`config.mk`:
```
export PLATFORM = sky130hd
export DESIGN_NAME = uart_tx
export DESIGN_NICKNAME = d
export VERILOG_FILES = /design/src/rtl/uart_tx.sv
export SDC_FILE = /design/constraint.sdc
export NUM_CORES = 1
export LEC_CHECK = 0
export ABC_AREA = 1
export CAP_MARGIN = 20
export CORE_UTILIZATION = 45
export CTS_CLUSTER_SIZE = 25
export DETAILED_ROUTE_END_ITERATION = 16
export PLACE_DENSITY = 0.68
export SLEW_MARGIN = 25
export SYNTH_ARGS = -nofsm -noshare
export SYNTH_HDL_FRONTEND = slang
export SYNTH_SLANG_ARGS = --single-unit
```
`constraint.sdc`:
```
create_clock -name clk -period 3.51 [get_ports clk]
set_clock_uncertainty 0.05 [all_clocks]
set_input_delay 0.351 -clock clk [delete_from_list [all_inputs] [get_ports clk]]
set_output_delay 0.351 -clock clk [all_outputs]
set_load 0.02 [all_outputs]
```
`src/rtl/uart_tx.sv`:
```
// UART transmitter: serialises one DWIDTH-bit word per request with optional
// even/odd parity, each bit held on the line for a programmable cycle count.
module uart_tx #(
  parameter int DWIDTH = 8,
  parameter int PWIDTH = 6
) (
  input  logic              clk,
  input  logic              rst,
  input  logic [DWIDTH-1:0] p_data,
  input  logic              data_valid,
  input  logic              par_en,
  input  logic              par_typ,
  input  logic [PWIDTH-1:0] prescale,
  output logic              tx_out,
  output logic              busy
);

  localparam int IWIDTH = (DWIDTH > 1) ? $clog2(DWIDTH) : 1;

  typedef enum logic [2:0] {
    IDLE,
    START,
    DATA,
    PARITY,
    STOP
  } state_t;

  state_t            state;
  logic [DWIDTH-1:0] data_q;
  logic              par_en_q;
  logic              par_typ_q;
  logic [PWIDTH-1:0] prescale_q;
  logic [PWIDTH-1:0] cnt;
  logic [IWIDTH-1:0] bit_idx;

  logic [PWIDTH-1:0] cnt_last;
  logic              bit_done;
  logic              parity_bit;
  logic [IWIDTH-1:0] next_idx;

  // A latched prescale of zero behaves like one cycle per bit.
  assign cnt_last   = (prescale_q == '0) ? '0 : prescale_q - PWIDTH'(1);
  assign bit_done   = (cnt == cnt_last);
  assign parity_bit = (^data_q) ^ par_typ_q;
  assign next_idx   = bit_idx + IWIDTH'(1);

  always_ff @(posedge clk or negedge rst) begin
    if (!rst) begin
      state      <= IDLE;
      tx_out     <= 1'b1;
      busy       <= 1'b0;
      cnt        <= '0;
      bit_idx    <= '0;
      data_q     <= '0;
      par_en_q   <= 1'b0;
      par_typ_q  <= 1'b0;
      prescale_q <= '0;
    end else begin
      case (state)
        IDLE: begin
          tx_out  <= 1'b1;
          busy    <= 1'b0;
          cnt     <= '0;
          bit_idx <= '0;
          if (data_valid) begin
            data_q     <= p_data;
            par_en_q   <= par_en;
            par_typ_q  <= par_typ;
            prescale_q <= prescale;
            state      <= START;
            tx_out     <= 1'b0;
            busy       <= 1'b1;
          end
        end

        START: begin
          if (bit_done) begin
            cnt     <= '0;
            bit_idx <= '0;
            state   <= DATA;
            tx_out  <= data_q[0];
          end else begin
            cnt <= cnt + PWIDTH'(1);
          end
        end

        DATA: begin
          if (bit_done) begin
            cnt <= '0;
            if (bit_idx == IWIDTH'(DWIDTH - 1)) begin
              if (par_en_q) begin
                state  <= PARITY;
                tx_out <= parity_bit;
              end else begin
                state  <= STOP;
                tx_out <= 1'b1;
              end
            end else begin
              bit_idx <= next_idx;
              tx_out  <= data_q[next_idx];
            end
          end else begin
            cnt <= cnt + PWIDTH'(1);
          end
        end

        PARITY: begin
          if (bit_done) begin
            cnt    <= '0;
            state  <= STOP;
            tx_out <= 1'b1;
          end else begin
            cnt <= cnt + PWIDTH'(1);
          end
        end

        STOP: begin
          // The line is already high; only the frame's end needs handling.
          if (bit_done) begin
            cnt    <= '0;
            state  <= IDLE;
            busy   <= 1'b0;
            tx_out <= 1'b1;
          end else begin
            cnt <= cnt + PWIDTH'(1);
          end
        end

        default: begin
          state  <= IDLE;
          tx_out <= 1'b1;
          busy   <= 1'b0;
        end
      endcase
    end
  end

endmodule

```
==> reports/results.txt, run 1 <==
Achievable Freq: 503.3 MHz
Vias per cell: 5.016
Root Buffer: clkbuf_8
Ys Warns: 0
Share of the synthesized area in the top cell type: 0.3922
Mean post-synth cell area: 7.679 µm²
First-pass GRT wire length: 6327 µm
Met2 routed WL: 1772 µm
DRT iter0 DRCs: 92
Largest fanout on the critical path: 10
Comb power frac: 0.042
Worst-Margin Slew: 0.4738 ns
Multi-input logic area: 975.9 µm²
CP startpoint kind: register
Number of max-capacitance violations reported: 0
Post-synthesis mux area share: 0.05477
Sequential Area: 752.0 µm²
Final WS setup: 1.523 ns
Status: finished clean
Sw frac: 0.1980
Final setup violation count: 0
Final Power: 0.6528 mW
Sequential Power Share: 0.530
Initial antenna violation count: 0
Syn Nets: 264
Core Box Area: 0.003799 mm²
Worst hold path type: in2async
Post-CTS setup repair buffer count: 0
Buffers on Ports: 20
Hpwl dp: 2720 µm
Hold_buf cts: 0
Worst VDD drop: 0.1998 mV
Clk slew on worst S/H paths: 0.07 ns
PostCTS Resize Cnt: 0
Switching power: 0.1293 mW
Critical Path RT: 3.60 ns
Post-synthesis compound-gate area fraction: 0.06964
P&R area growth vs syn: 18.80%
Post-Syn Area: 0.001851 mm²
Fill cells: 355
Synth area leaders: dfrtp_1 39%, nand2_1 12%, nand3_1 7.0%
Pleak: 1.099 nW
Via Count: 1585
Max-slew violation count: 0
Unique cell type count in the Yosys netlist: 27
Number of H-tree levels: 2
Die area: 0.004373 mm²
Post-Route M1 WL: 1647 µm
Initial Utilization: 0.4872
Crit share post-route: 0.5661
Main combinational cell family by area after synthesis: simple AND/OR/NAND/NOR gates
Cell count after synthesis: 241
Fin crit period: 1.987 ns
# rows: 22
CTS Buf Count: 5
Xor and xnor area share after synthesis: 0.03313
Critical path arrival: 2.08 ns
Vias in the first global route: 1518
Drt wl/cell: 11.37 µm
CP Capture Type: register
Longest Clk Path Bufs: 2
Biggest area consumer among synthesized cells: dfrtp_1
# diodes: 0
Power Internal: 0.5235 mW
DR top layer: met4
Gpl congestion: 0.8593
Clock Sinks: 30
Adder-cell share of the synthesized area: 0.02705
RSZ-0062 raised after global routing: no
ANT nets after route: 0
Worst skew pair latency: 0.28 ns
Routed wl met3: 101 µm
Die Y: 66.13 µm
IO Pins: 21
PwrDens: 297.0 mW/mm²
Remaining DRCs: 0
Clk pwr share: 0.428
Largest net degree at the start of global routing: 31
Slew HR: 0.6830
Drt total wl: 3593 µm
Simple logic cell fraction of the synthesized area: 0.3428
Total GRT Usage: 0.1951
Final net count: 290
GRT overflow: 0
DR pass1 iterations: 4
CTS tree: built
Pre-CTS setup slack: 1.550 ns
Post-synthesis sequential area ratio: 0.4064
CP Class: reg2reg
Hold Fails Final Rpt: 0
Fin Setup TNS: 0 ns
Die width: 66.13 µm
Layout cells sized above 1: 0.1119
Yosys reg bits: 30
worst paths after layout:
check                                   start       endpoint  slack [ns]  depth (start not counted)
worst min register to register           busy           busy        0.43                          2
worst max register to register  prescale_q[0]           busy        1.52                         15
worst max-delay path            prescale_q[0]           busy        1.52                         15
max in group asynchronous                 rst         tx_out        2.68                          2
worst min-delay path                      rst  prescale_q[5]        0.41                          2
min in group clk                         busy           busy        0.43                          2
metal layers:
layer,vias to the layer above,global-route usage
met2,21,0.3444
met4,0,0.08245
li1,823,-
met5,-,0
met1,734,0.2219
met3,7,0.04828
through the flow:
step                      hold WS, ns  utilization  std cells  cell area, µm²
after floorplan              0.005409            -        241            1851
after global placement         0.4124       0.5550        308            2108
after detailed placement       0.4303       0.5550        308            2108
after CTS                      0.4152       0.5787        316            2198
after global routing           0.4520       0.5787        316            2198
final                          0.4066       0.5787        316            2198
cells in the mapped netlist:
master	number
nand2_1	58
dfrtp_1	29
inv_1	29
nand3_1	26
nor2_1	26
a21oi_1	12
o21ai_0	10
mux2_1	5
nand2_2	5
nor2_2	5
ha_1	4
mux2_2	4
xor2_1	4
nand2_4	3
nand3b_1	3
o22ai_1	3
xnor2_1	3
buf_2	2
nor3_1	2
dfstp_2	1
inv_2	1
nand2_8	1
nand2b_1	1
nand3_2	1
nand4_1	1
nor2_4	1
or2_2	1
cells in the final DEF, fill, tap and decap left out, types with 4 or more instances in the layout:
cell type	instances
nand2_1	58
nand3_1	26
nor2_2	5
inv_1	29
clkbuf_8	6
o21ai_0	10
mux2_1	5
a21oi_1	12
mux2_2	4
ha_1	4
nor2_1	26
xor2_1	4
clkdlybuf4s50_1	20
dfrtp_1	29
nand2_2	5
power groups by stage:
stage,Combinational (mW),Sequential (mW),Clock (mW)
3_3_place_gp,0.0278,0.352,0
5_1_grt,0.0303,0.346,0.305
2_1_floorplan,0.000155,0.352,0
3_5_place_dp,0.0282,0.352,0
6_report,0.0272,0.346,0.280
4_1_cts,0.0281,0.346,0.293
state kept, by name, indices dropped and copies added, names as in the netlist:
register	count
data_q	8
state	3
par_typ_q	1
prescale_q	6
bit_idx	3
tx_out	1
cnt	6
busy	1
par_en_q	1
cells by family (layout without fill, tap and decap cells):
group,Yosys count,count (layout)
AOI/OAI and AO/OA,25,25
xor gates and xnor gates,7,7
adders and majority gates,4,4
buffers and inverters,32,59
DFF,30,30
muxes,9,9
and+or+nand+nor,134,134
area by class of cell:
cell class	instances	share of cell area
clock buffer	8	0.04098
inverter	30	0.05122
multi-input combinational	179	0.4439
sequential	30	0.3421
tap	48	0.02732
timing repair buffer	21	0.09448
worst max-delay path, cell delays in order (launching register included):
cell     delay [ns]
dfrtp_1        0.36
inv_1          0.15
ha_1           0.26
inv_1          0.07
nor2_1         0.13
nand2_1        0.09
nand2_1        0.06
nand2_1        0.05
nand2_1        0.10
nand2_2        0.07
nor2_4         0.10
nand2_4        0.10
nand2_8        0.11
nand2_1        0.06
nand2_1        0.05
nand2_1        0.04
(Power assumes the default switching activity.)
==> inputs of run 2 (changes only) <==
==> constraint.sdc (replaced) <==
create_clock -name clk -period 2 [get_ports clk]
set_clock_uncertainty 0.05 [all_clocks]
set_input_delay 0.2 -clock clk [delete_from_list [all_inputs] [get_ports clk]]
set_output_delay 0.2 -clock clk [all_outputs]
set_load 0.02 [all_outputs]
==> reports/results.txt, run 2 (synthesized netlist as in run 1, its figures left out) <==
Core Box Area: 0.003799 mm² (unchanged)
Final setup violation count: 0 (unchanged)
Achievable Freq: 542.2 MHz (+7.7%)
Clock Sinks: 30 (unchanged)
Largest Register: data_q
Layout cells sized above 1: 0.1301 (+0.01817)
Reg2Reg Setup Slack: 0.16 ns (-1.37 ns)
CP startpoint kind: register
Worst hold path type: in2async
Crit share post-route: 0.9222 (+0.3561)
Max FFs per register: 8 (unchanged)
Worst skew pair latency: 0.27 ns (about the same)
PwrDens: 546.1 mW/mm² (+84%)
Initial antenna violation count: 0 (unchanged)
DRT iter0 DRCs: 92 (unchanged)
Die width: 66.13 µm (unchanged)
Post-Layout Cell Count: 317 (+0.32%)
Routed wl met3: 100 µm (-0.99%)
Commonest non-fill, non-tap cells in the layout: 58 x nand2_1, 29 x inv_1, 29 x dfrtp_1
DR pass1 iterations: 4 (unchanged)
Hpwl dp: 2741 µm (+0.76%)
Drt total wl: 3622 µm (+0.81%)
Initial Utilization: 0.4872 (unchanged)
Buffers on Ports: 20 (unchanged)
Drt wl/cell: 11.43 µm (+0.49%)
Most common cell after layout, fill and taps aside: nand2_1
CP Class: reg2reg
Root Buffer: clkbuf_8
Status: finished clean
P&R area growth vs syn: 21.10%
Fin crit period: 1.844 ns (-0.1426 ns)
Multi-input logic area: 991.0 µm² (+1.5%)
Fill cells: 360 (+1.4%)
Cells along the critical path: inv_1, ha_4, inv_1, nor2_2, nor2_1, nand2_1, nand2_1, nand2_1, nand2_1, nor2_2, nand2_4, nand2_8, nand2_1, nand2_1, nand2_1
Number of max-capacitance violations reported: 0 (unchanged)
Largest fanout on the critical path: 10 (unchanged)
Total GRT Usage: 0.1874 (-0.007701)
Post-Route M1 WL: 1644 µm (-0.18%)
CTS tree: built
RR Endpoint: busy
Vias in the first global route: 1462 (-3.7%)
Gpl congestion: 0.8510 (-0.97%)
Final Power: 1.224 mW (+87%)
# rows: 22 (unchanged)
Hold Fails Final Rpt: 0 (unchanged)
Pleak: 1.113 nW (+1.3%)
Die Y: 66.13 µm (unchanged)
Longest Clk Path Bufs: 2 (unchanged)
Die area: 0.004373 mm² (unchanged)
Placed Cells: 309 (+0.32%)
Largest stage delay, worst path: 0.39 ns (+0.03 ns)
Remaining DRCs: 0 (unchanged)
Critical path arrival: 1.94 ns (-0.14 ns)
GRT overflow: 0 (unchanged)
Slowest CP cell: dfrtp_1
Critical Path RT: 2.09 ns (-1.51 ns)
First-pass GRT wire length: 6223 µm (-1.6%)
Largest net degree at the start of global routing: 31 (unchanged)
Clk slew on worst S/H paths: 0.07 ns (about the same)
Final net count: 291 (+0.34%)
Pre-CTS setup slack: 0.1337 ns (-1.417 ns)
DR top layer: met4
Number of H-tree levels: 2 (unchanged)
Sequential Area: 752.0 µm² (unchanged)
# diodes: 0 (unchanged)
Worst VDD drop: 0.6714 mV (+240%)
Fin Setup TNS: 0 ns (unchanged)
IO Pins: 21 (unchanged)
Slew HR: 0.6695 (-0.01348)
Hold_buf cts: 0 (unchanged)
Crit path top cell by count: nand2_1
Final WS setup: 0.1557 ns (-1.367 ns)
CP Capture Type: register
Worst-case reg-to-reg path depth: 15 (unchanged)
Vias per cell: 4.937 (-1.6%)
Max-slew violation count: 0 (unchanged)
ANT nets after route: 0 (unchanged)
CTS Buf Count: 5 (unchanged)
Via Count: 1565 (-1.3%)
R2r startpoint: prescale_q[1]
Worst-Margin Slew: 0.4939 ns (+0.02016 ns)
Biggest regs: data_q (8), cnt (6), prescale_q (6)
Met2 routed WL: 1856 µm (+4.7%)
run 2: cell types whose count changed in the layout (fill, tap and decap cells not counted), sizes merged:
cell | previous run | this run
buf | 1 | 2
run 2: final cells by class:
type,count,area share
inverter,30,0.05025
timing repair buffer,22,0.09604
tap,48,0.02680
clock buffer,8,0.04913
multi-input combinational,179,0.4422
sequential,30,0.3356
run 2: how the worst max path moves through the flow:
stage | from | endpoint | slack, ns | cells past startpoint
CTS | prescale_q[1] | busy | 0.11 | 15
floorplan | prescale_q[0] | bit_idx[0] | 0.23 | 15
global route | prescale_q[1] | busy | -0.01 | 15
finish | prescale_q[1] | busy | 0.16 | 15
detailed placement | prescale_q[1] | busy | 0.13 | 15
global placement | prescale_q[1] | busy | 0.21 | 15
run 2: repair_timing:
action | CTS | global route
resized for setup | 0 | 3
endpoints found under the setup margin | 0 | 8
hold endpoints to repair | 0 | 0
setup buffers | 0 | 0
run 2: power by group:
part	switching, mW	total [mW]	internal (mW)
logic	0.0161	0.0478	0.0317
registers	0	0.607	0.607
clock network	0.222	0.569	0.347
total	0.238	1.22	0.986
run 2: routing by layer:
metal,vias up,global-route usage
met3,2,0.04655
met1,710,0.2219
li1,826,-
met5,-,0
met2,27,0.3367
met4,0,0.04521
run 2: critical path: cells and delay by family, from the launching register on:
kind,cells,cell delay [ns]
DFF,1,0.39
and+or+nand+nor,12,0.94
adders and majority gates,1,0.17
buffers and inverters,2,0.18
run 2: through the flow:
stage / area [µm²] / hold WS, ns / utilization
6_report: 2241 / 0.2692 / 0.5899
5_1_grt: 2241 / 0.2959 / 0.5899
4_1_cts: 2226 / 0.2812 / 0.5860
3_5_place_dp: 2116 / 0.4129 / 0.5570
3_3_place_gp: 2116 / 0.4103 / 0.5570
2_1_floorplan: 1851 / -0.1456 / -
==> inputs of run 3 (changes only) <==
--- a/config.mk
+++ b/config.mk
@@ -10,8 +10,10 @@
 export CORE_UTILIZATION = 45
 export CTS_CLUSTER_SIZE = 25
 export DETAILED_ROUTE_END_ITERATION = 16
+export MAX_ROUTING_LAYER = met4
 export PLACE_DENSITY = 0.68
 export SLEW_MARGIN = 25
 export SYNTH_ARGS = -nofsm -noshare
 export SYNTH_HDL_FRONTEND = slang
 export SYNTH_SLANG_ARGS = --single-unit
+export TNS_END_PERCENT = 100
==> reports/results.txt, run 3 (synthesized netlist as in run 1, its figures left out) <==
Status: finished clean
Core Box Area: 0.003799 mm² (unchanged)
Final setup violation count: 0 (unchanged)
Minimum hold slack: 0.2670 ns (-0.002180 ns)
# diodes: 0 (unchanged)
Worst skew pair latency: 0.27 ns (about the same)
Max FFs per register: 8 (unchanged)
Drt wl/cell: 11.46 µm (+0.33%)
Commonest non-fill, non-tap cells in the layout: 58 x nand2_1, 29 x inv_1, 29 x dfrtp_1
Worst-case reg-to-reg path depth: 15 (unchanged)
CP startpoint kind: register
Pleak: 1.113 nW (unchanged)
DR pass1 iterations: 4 (unchanged)
Longest Clk Path Bufs: 2 (unchanged)
Initial Utilization: 0.4872 (unchanged)
Via Count: 1569 (+0.26%)
ANT nets after route: 0 (unchanged)
Number of H-tree levels: 2 (unchanged)
Pre-CTS setup slack: 0.1337 ns (unchanged)
Worst hold path type: in2async
Vias in the first global route: 1460 (-0.14%)
Fill cells: 360 (unchanged)
RR Endpoint: busy
CTS tree: built
Buffers on Ports: 20 (unchanged)
Root Buffer: clkbuf_8
GRT overflow: 0 (unchanged)
Worst setup startpoint: prescale_q[1]
Worst-Margin Slew: 0.4942 ns (+0.0002834 ns)
CP Capture Type: register
Clk slew on worst S/H paths: 0.07 ns (about the same)
Final WS setup: 0.1529 ns (-0.002808 ns)
Initial antenna violation count: 0 (unchanged)
Gpl congestion: 0.8645 (+1.6%)
Drt total wl: 3634 µm (+0.33%)
Hold Fails Final Rpt: 0 (unchanged)
Post-CTS setup repair buffer count: 0 (unchanged)
PwrDens: 546.5 mW/mm² (about the same)
Total GRT Usage: 0.1921 (+0.004705)
Biggest regs: data_q (8), cnt (6), prescale_q (6)
CTS Buf Count: 5 (unchanged)
Die Y: 66.13 µm (unchanged)
Multi-input logic area: 991.0 µm² (unchanged)
Most Used Layer, Global Route: met2
Reg2Reg Setup Slack: 0.15 ns (about the same)
Number of max-capacitance violations reported: 0 (unchanged)
P&R area growth vs syn: 21.10% (unchanged)
Critical Path RT: 2.09 ns (about the same)
Met3 Use GR: 0.04655 (unchanged)
Die width: 66.13 µm (unchanged)
Layout cells sized above 1: 0.1301 (unchanged)
Die area: 0.004373 mm² (unchanged)
Hold_buf cts: 0 (unchanged)
Hpwl dp: 2741 µm (unchanged)
Final net count: 291 (unchanged)
Met1 Usage GRT: 0.2208 (-0.001093)
Remaining DRCs: 0 (unchanged)
R2r startpoint: prescale_q[1]
Max-slew violation count: 0 (unchanged)
Slew HR: 0.6693 (about the same)
Achievable Freq: 541.4 MHz (-0.15%)
Setup crit end: busy
DRT iter0 DRCs: 87 (-5.4%)
CP Class: reg2reg
# rows: 22 (unchanged)
Met2 usage: 0.3367 (unchanged)
Critical path arrival: 1.94 ns (about the same)
Post-Layout Cell Count: 317 (unchanged)
Vias per cell: 4.950 (+0.26%)
Largest Register: data_q
First-pass GRT wire length: 6210 µm (-0.21%)
Fin Setup TNS: 0 ns (unchanged)
Fin crit period: 1.847 ns (+0.002808 ns)
IO Pins: 21 (unchanged)
Worst VDD drop: 0.6692 mV (-0.33%)
Crit share post-route: 0.9236 (+0.001404)
Placed Cells: 309 (unchanged)
Sequential Area: 752.0 µm² (unchanged)
Largest fanout on the critical path: 10 (unchanged)
Clock Sinks: 30 (unchanged)
Largest net degree at the start of global routing: 31 (unchanged)
Most common cell after layout, fill and taps aside: nand2_1
==> run 3: final cells by class <==
cell class,instances,share of cell area
clock buffers,8,0.04913
repair buffers,22,0.09604
inverters,30,0.05025
flip-flops and latches,30,0.3356
multi-input cells,179,0.4422
well taps,48,0.02680
==> run 3: metal layers <==
metal | up-vias | part of all wire
met4 | 0 | 0.0080
li1 | 826 | -
met1 | 709 | 0.45
met5 | - | 0
met2 | 29 | 0.51
met3 | 5 | 0.028
==> run 3: where the power goes <==
group,total (mW),internal [mW],switching [mW]
logic,0.0478,0.0317,0.0161
clock network,0.570,0.347,0.223
registers,0.607,0.607,0
total,1.22,0.986,0.239
==> run 3: how the worst min path moves through the flow <==
stage               start       endpoint  slack, ns  cells past startpoint
floorplan             rst     bit_idx[0]      -0.15                      0
global placement     busy           busy       0.41                      2
detailed placement   busy           busy       0.41                      2
CTS                   rst  prescale_q[5]       0.28                      2
global route          rst  prescale_q[4]       0.30                      2
finish                rst  prescale_q[5]       0.27                      2
==> run 3: metrics by stage <==
stage	utilization	cell area, µm²	total power, mW
after global placement	0.5570	2116	0.6671
after detailed placement	0.5570	2116	0.6673
after CTS	0.5860	2226	1.238
after global routing	0.5899	2241	1.271
final	0.5899	2241	1.225
after floorplan	-	1851	0.6185
==> run 3: worst max-delay path, cell delays in order, from the launching register on <==
cell and delay, ns:
dfrtp_1 0.39, inv_1 0.12, ha_4 0.17, inv_1 0.06, nor2_2 0.09, nor2_1 0.05, nand2_1 0.08, nand2_1 0.05
nand2_1 0.06, nand2_1 0.06, nor2_2 0.15, nand2_4 0.12, nand2_8 0.11, nand2_1 0.07, nand2_1 0.06, nand2_1 0.04
==> run 3: repair_timing <==
| item | 4_1_cts | 5_1_grt |
|---|---|---|
| endpoints found under the hold margin | 0 | 0 |
| setup endpoints to repair | 0 | 8 |
| gates resized for setup | 0 | 3 |
